===== config.mk =====
export PLATFORM = sky130hd
export DESIGN_NAME = write_back_buffer
export DESIGN_NICKNAME = d
export VERILOG_FILES = /design/src/rtl/cache_pkg.sv /design/src/rtl/write_back_buffer.sv
export SDC_FILE = /design/constraint.sdc
export NUM_CORES = 1
export LEC_CHECK = 0
export ABC_AREA = 1
export BUFFER_PORTS_ARGS = -buffer_cell sky130_fd_sc_hd__buf_2
export CAP_MARGIN = 20
export CORE_AREA = 2 2 254 256
export DETAILED_ROUTE_END_ITERATION = 6
export DIE_AREA = 0 0 256 258
export PLACE_DENSITY = 0.58
export SLEW_MARGIN = 0
export SYNTH_ARGS = -nofsm -noshare
export SYNTH_HDL_FRONTEND = slang
export SYNTH_SLANG_ARGS = --single-unit
export TNS_END_PERCENT = 100

===== constraint.sdc =====
create_clock -name clk -period 19.4 [get_ports clk]
set_clock_uncertainty 0.2 [all_clocks]
set_input_delay 0.97 -clock clk [delete_from_list [all_inputs] [get_ports clk]]
set_output_delay 0.97 -clock clk [all_outputs]
set_load 0.02 [all_outputs]

===== src/rtl/cache_pkg.sv =====
// Types and constants shared between the data cache and its write-back buffer.
// Entry layout, drain FSM states and word-offset width live here so both sides agree.
package cache_pkg;

    localparam int WB_ADDR_WIDTH    = 32;
    localparam int WB_DATA_WIDTH    = 32;
    localparam int WORD_OFFSET_BITS = 2;

    typedef struct packed {
        logic                     valid;
        logic [WB_ADDR_WIDTH-1:0] addr;
        logic [WB_DATA_WIDTH-1:0] data;
    } wb_entry_t;

    typedef enum logic {
        WB_IDLE,
        WB_WRITE
    } wb_state_t;

endpackage


===== src/rtl/write_back_buffer.sv =====
// Write-back buffer: queues evicted dirty words, drains them in order over a req/ack port,
// coalesces repeat words and forwards the youngest buffered copy to refill lookups.
module write_back_buffer
    import cache_pkg::*;
#(
    parameter int DATA_WIDTH = WB_DATA_WIDTH,
    parameter int ADDR_WIDTH = WB_ADDR_WIDTH,
    parameter int DEPTH      = 4
) (
    input  logic                  clk,
    input  logic                  rst,
    input  logic                  wb_enable,
    input  logic [ADDR_WIDTH-1:0] wb_address,
    input  logic [DATA_WIDTH-1:0] wb_data,
    output logic                  wb_ready,
    output logic                  overflow_err,
    input  logic [ADDR_WIDTH-1:0] lookup_address,
    output logic                  lookup_hit,
    output logic [DATA_WIDTH-1:0] lookup_data,
    output logic                  mem_we,
    output logic [ADDR_WIDTH-1:0] mem_address,
    output logic [DATA_WIDTH-1:0] mem_wdata,
    input  logic                  mem_ack,
    output logic                  empty
);

    localparam int PTR_W = $clog2(DEPTH);
    localparam logic [PTR_W:0] FULL_COUNT = (PTR_W+1)'(DEPTH);

    typedef logic [PTR_W-1:0] ptr_t;

    wb_entry_t             r_entries [DEPTH];
    ptr_t                  r_rd_ptr;
    ptr_t                  r_wr_ptr;
    logic [PTR_W:0]        r_count;
    wb_state_t             r_state;
    logic                  r_mem_we;
    logic [ADDR_WIDTH-1:0] r_mem_address;
    logic [DATA_WIDTH-1:0] r_mem_wdata;
    logic                  r_overflow_err;

    logic [PTR_W:0]        w_push_match;
    logic [PTR_W:0]        w_lookup_match;
    logic                  w_coalesce;
    ptr_t                  w_coalesce_idx;
    logic                  w_push;
    logic                  w_push_new;
    logic                  w_push_coalesce;
    logic                  w_ack;

    // Valid entries sit contiguously from rd_ptr, so walking oldest to youngest
    // and keeping the last hit yields the youngest match. Returns {hit, index}.
    function automatic logic [PTR_W:0] find_youngest(
        input wb_entry_t             ents [DEPTH],
        input ptr_t                  rd_ptr,
        input logic [ADDR_WIDTH-1:0] addr,
        input logic                  skip_head
    );
        logic [PTR_W:0] res;
        ptr_t           idx;
        res = '0;
        for (int k = 0; k < DEPTH; k++) begin
            idx = rd_ptr + ptr_t'(k);
            if (ents[idx].valid && !(skip_head && k == 0) &&
                ents[idx].addr[ADDR_WIDTH-1:WORD_OFFSET_BITS] == addr[ADDR_WIDTH-1:WORD_OFFSET_BITS])
                res = {1'b1, idx};
        end
        return res;
    endfunction

    always_comb begin
        w_push_match    = find_youngest(r_entries, r_rd_ptr, wb_address, r_state == WB_WRITE);
        w_lookup_match  = find_youngest(r_entries, r_rd_ptr, lookup_address, 1'b0);
        w_coalesce      = w_push_match[PTR_W];
        w_coalesce_idx  = w_push_match[PTR_W-1:0];
        w_push          = wb_enable && wb_ready;
        w_push_new      = w_push && !w_coalesce;
        w_push_coalesce = w_push && w_coalesce;
        w_ack           = (r_state == WB_WRITE) && mem_ack;
    end

    assign wb_ready     = (r_count != FULL_COUNT);
    assign overflow_err = r_overflow_err;
    assign lookup_hit   = w_lookup_match[PTR_W];
    assign lookup_data  = lookup_hit ? r_entries[w_lookup_match[PTR_W-1:0]].data : '0;
    assign mem_we       = r_mem_we;
    assign mem_address  = r_mem_address;
    assign mem_wdata    = r_mem_wdata;
    assign empty        = (r_count == '0) && (r_state == WB_IDLE);

    always_ff @(posedge clk or posedge rst) begin
        if (rst) begin
            for (int i = 0; i < DEPTH; i++)
                r_entries[i] <= '0;
            r_rd_ptr       <= '0;
            r_wr_ptr       <= '0;
            r_count        <= '0;
            r_state        <= WB_IDLE;
            r_mem_we       <= 1'b0;
            r_mem_address  <= '0;
            r_mem_wdata    <= '0;
            r_overflow_err <= 1'b0;
        end else begin
            if (wb_enable && !wb_ready)
                r_overflow_err <= 1'b1;
            if (w_push_coalesce)
                r_entries[w_coalesce_idx].data <= wb_data;
            if (w_push_new) begin
                r_entries[r_wr_ptr] <= '{valid: 1'b1, addr: wb_address, data: wb_data};
                r_wr_ptr            <= r_wr_ptr + ptr_t'(1);
            end
            if (w_ack) begin
                r_entries[r_rd_ptr].valid <= 1'b0;
                r_rd_ptr                  <= r_rd_ptr + ptr_t'(1);
            end
            r_count <= r_count + (PTR_W+1)'(w_push_new) - (PTR_W+1)'(w_ack);

            case (r_state)
                WB_IDLE: begin
                    if (r_count != '0) begin
                        r_state       <= WB_WRITE;
                        r_mem_we      <= 1'b1;
                        r_mem_address <= r_entries[r_rd_ptr].addr;
                        // A coalesce into the head in this same cycle must reach memory.
                        r_mem_wdata   <= (w_push_coalesce && w_coalesce_idx == r_rd_ptr) ?
                                         wb_data : r_entries[r_rd_ptr].data;
                    end
                end
                WB_WRITE: begin
                    if (mem_ack) begin
                        r_state  <= WB_IDLE;
                        r_mem_we <= 1'b0;
                    end
                end
                default: r_state <= WB_IDLE;
            endcase
        end
    end

endmodule


==> flow_summary.ini <==
[floorplan]
die_x_um = 256
std_cell_rows = 93
core-area_mm2 = 0.06365
start_util = 0.3440
die_y_um = 258
dieArea_mm2 = 0.06605
io_pins = 201

[grt]
antenna_found_initial = 9
grt.overflow.total = 0
grt_max_degree = 115
grt_pass1_vias = 21140
grt_usage = 0.2577
grt_pass1_wl_um = 132100

[cts]
h-tree-depth = 2
clk_path_buf_depth = 3
clk_latency_ns = 0.61
cts_setup_buffers = 0
cts_buffers = 42
cts-resized-gates = 0
tritoncts = done
cts_root_buffer = clkbuf_16
cts.sinks = 334
hold_buffers = 0
clk_pin_slew_ns = 0.06

[cells_and_area]
nNetsFinal = 3520
drive_gt1_frac = 0.09442
synthToLayoutAreaGrowth_pct = 12.65
layout.cells.non_filler = 4303

[power]
power.share.sequential = 0.257
swShare = 0.5333
p_sw_mw = 2.635
clkPwrFrac = 0.156
p_int_mw = 2.306
peakVddDrop_v = 0.0001337
combPwrFrac = 0.587
power.density_mw_per_mm2 = 200.3
leakage_nw = 12.55

[logic_synthesis]
synth_edf_count = 0
async_flop_share = 1.000
ys_seq_elements = 334
ys_seq_area_frac = 0.3817
synth_top_family_by_area = simple AND/OR/NAND/NOR gates
yosys.cell_types.count = 42
synthMuxAreaShare = 0
syn_inst = 3335
synthAdderAreaFrac = 0.006629
avgSynthCellArea_um2 = 6.565
ys.flop_type = dfrtp_1
synth_compound_area_frac = 0.1129
synth-xor-area-share = 0.02680
synth_nets = 3446
ys_warn_count = 0
synthesis.area_mm2 = 0.02189
synth-simple-area-share = 0.3947

[placement]
portBuffers = 198
finalWeightedCongestion = 1.018
dp_hpwl_um = 58040
dp_cells = 4220

[setup_path]
reg2reg_from = r_rd_ptr[0]
path_max_fanout = 77
cp.arrival_ns = 7.67
endpoint_kind = primary output
critical_path_class = flop to primary output
critPathRequiredTime_ns = 18.23
crit_path_start = r_rd_ptr[0]
start_kind = flop

[detailed_routing]
firstDrtPassIters = 6
wl_um = 86490
drt-initial-drc-count = 2545
wire_per_inst_um = 20.10
drcViolationCount = 0
via_per_inst = 5.391
postRouteAntennaNets = 0
vias = 23200

[status]
status = finished clean

[timing]
fmax_mhz = 113.1
rsz0062_at_grt = false
tightest_slew_ns = 1.029
post-route-period-util = 0.4558
maxSlewHeadroom = 0.3137
fin_tns_setup_ns = 0
min_period_ns = 8.842
setup_viol = 0
drv_slew = 0
finalHoldViolations = 0

[run]
max_cap_violations = 0

[worst_hold_path]
hold_class = flop to flop
hp-start = mem_wdata[20]
cell usage after synthesis, types with 2 or more instances:
| library cell | n | share of area |
|---|---|---|
| o21bai_1 | 2 | 0.00069 |
| nor2b_1 | 2 | 0.00057 |
| o21ai_0 | 253 | 0.058 |
| xor2_1 | 62 | 0.025 |
| o22ai_1 | 8 | 0.0023 |
| o21ai_1 | 97 | 0.022 |
| nand2_1 | 1259 | 0.22 |
| or2_2 | 2 | 0.00057 |
| o211ai_1 | 3 | 0.0010 |
| clkbuf_1 | 64 | 0.011 |
| nand4_1 | 11 | 0.0031 |
| buf_2 | 88 | 0.020 |
| buf_1 | 20 | 0.0034 |
| a31oi_1 | 2 | 0.00057 |
| buf_6 | 4 | 0.0021 |
| nand2_2 | 6 | 0.0017 |
| a22oi_1 | 5 | 0.0017 |
| xnor2_1 | 5 | 0.0020 |
| dfrtp_1 | 334 | 0.38 |
| a21oi_1 | 101 | 0.023 |
| nand3b_1 | 33 | 0.011 |
| buf_4 | 15 | 0.0051 |
| o2111ai_1 | 6 | 0.0024 |
| inv_2 | 5 | 0.00086 |
| nor2_1 | 136 | 0.023 |
| nand3_2 | 3 | 0.0014 |
| nand3_1 | 575 | 0.13 |
| nor3_1 | 8 | 0.0018 |
| inv_1 | 202 | 0.035 |
| nor2_2 | 3 | 0.00086 |
| ha_1 | 10 | 0.0057 |
layout make-up:
cell class	instances	area, µm²
fill	6867	38990
multi-input combinational	2603	11900
sequential	334	8366
clock buffer	62	1226
timing repair buffer	221	1164
tap	855	1070
inverter	207	789.5
clock inverter	15	131.4
antenna	6	15.01
through the flow:
stage               setup slack [ns]  utilization  area [µm²]  hold WS, ns  power [mW]
floorplan                      8.977            -       21890       0.2478       3.218
global placement               11.29       0.3659       23290       0.2605       4.086
detailed placement             11.34       0.3659       23290       0.2585       4.108
CTS                            10.67       0.3873       24650       0.2749       4.899
global route                   10.25       0.3875       24660       0.2891       5.334
finish                         10.56       0.3875       24660       0.2730       4.941
layer usage:
layer,share of wire,vias to the layer above,track usage
met5,0.00055,-,0
met4,0.037,8,0.1027
met3,0.091,186,0.04368
met2,0.43,1031,0.3909
met1,0.44,10930,0.3648
li1,-,11040,-
cell families after synthesis:
| group | Yosys count |
|---|---|
| fa+ha+maj | 11 |
| buf+inv | 398 |
| xor+xnor | 67 |
| simple gates | 2045 |
| compound gates | 480 |
| flops | 334 |
power by group through the flow:
| stage | Clock (mW) | Sequential, mW | Combinational (mW) |
|---|---|---|---|
| final | 0.773 | 1.27 | 2.90 |
| after global routing | 0.817 | 1.31 | 3.21 |
| after global placement | 0 | 1.27 | 2.82 |
| after detailed placement | 0 | 1.27 | 2.84 |
| after floorplan | 0 | 1.26 | 1.96 |
| after CTS | 0.790 | 1.26 | 2.85 |
final timing paths:
check | endpoint | slack, ns | cells past startpoint
worst max-delay path | lookup_data[29] | 10.56 | 23
worst min-delay path | mem_wdata[20] | 0.27 | 2
worst max register to register | r_entries[221] | 12.11 | 24
worst min register to register | mem_wdata[20] | 0.27 | 2
max in group asynchronous | r_entries[200] | 17.22 | 3
min in group asynchronous | mem_address[5] | 0.30 | 2
layout by cell type (no fill, tap or decap), types with 3 or more instances in the layout:
cell type and n:
o211ai_1 3, inv_2 3, clkbuf_1 10, clkbuf_8 10, nand3_2 4, a21oi_1 100, nor2_2 4, xnor2_1 5
o21ai_0 253, ha_1 9, clkbuf_16 42, nor3_1 8, a22oi_1 5, nand2_2 8, nor2_1 135, buf_4 23
nand4_1 11, clkinv_2 8, o21ai_1 97, xor2_1 62, diode_2 6, buf_2 198, o2111ai_1 6, o22ai_1 8
nand3_1 574, nand3b_1 33, nand2_4 6, dfrtp_1 332, inv_1 201, nand2_1 1252
worst max-delay path: stages (launching register included):
cell and delay, ns:
dfrtp_4 0.92, inv_4 0.46, ha_2 0.47, buf_4 0.64, inv_2 0.06, buf_4 0.39, nand3_1 0.19, nand2_1 0.25
nand2_1 0.13, o21ai_0 0.15, o21bai_1 0.19, nor2_1 0.15, nand2_1 0.08, nor2_1 0.15, nand2_1 0.16, nand2_1 0.17
nand2_1 0.08, nand2_2 0.05, buf_4 0.66, nand2_4 0.70, nand2_1 0.24, nand3_1 0.09, a21oi_1 0.32, buf_2 0.23
No activity file was read; power rests on OpenSTA's default activity.
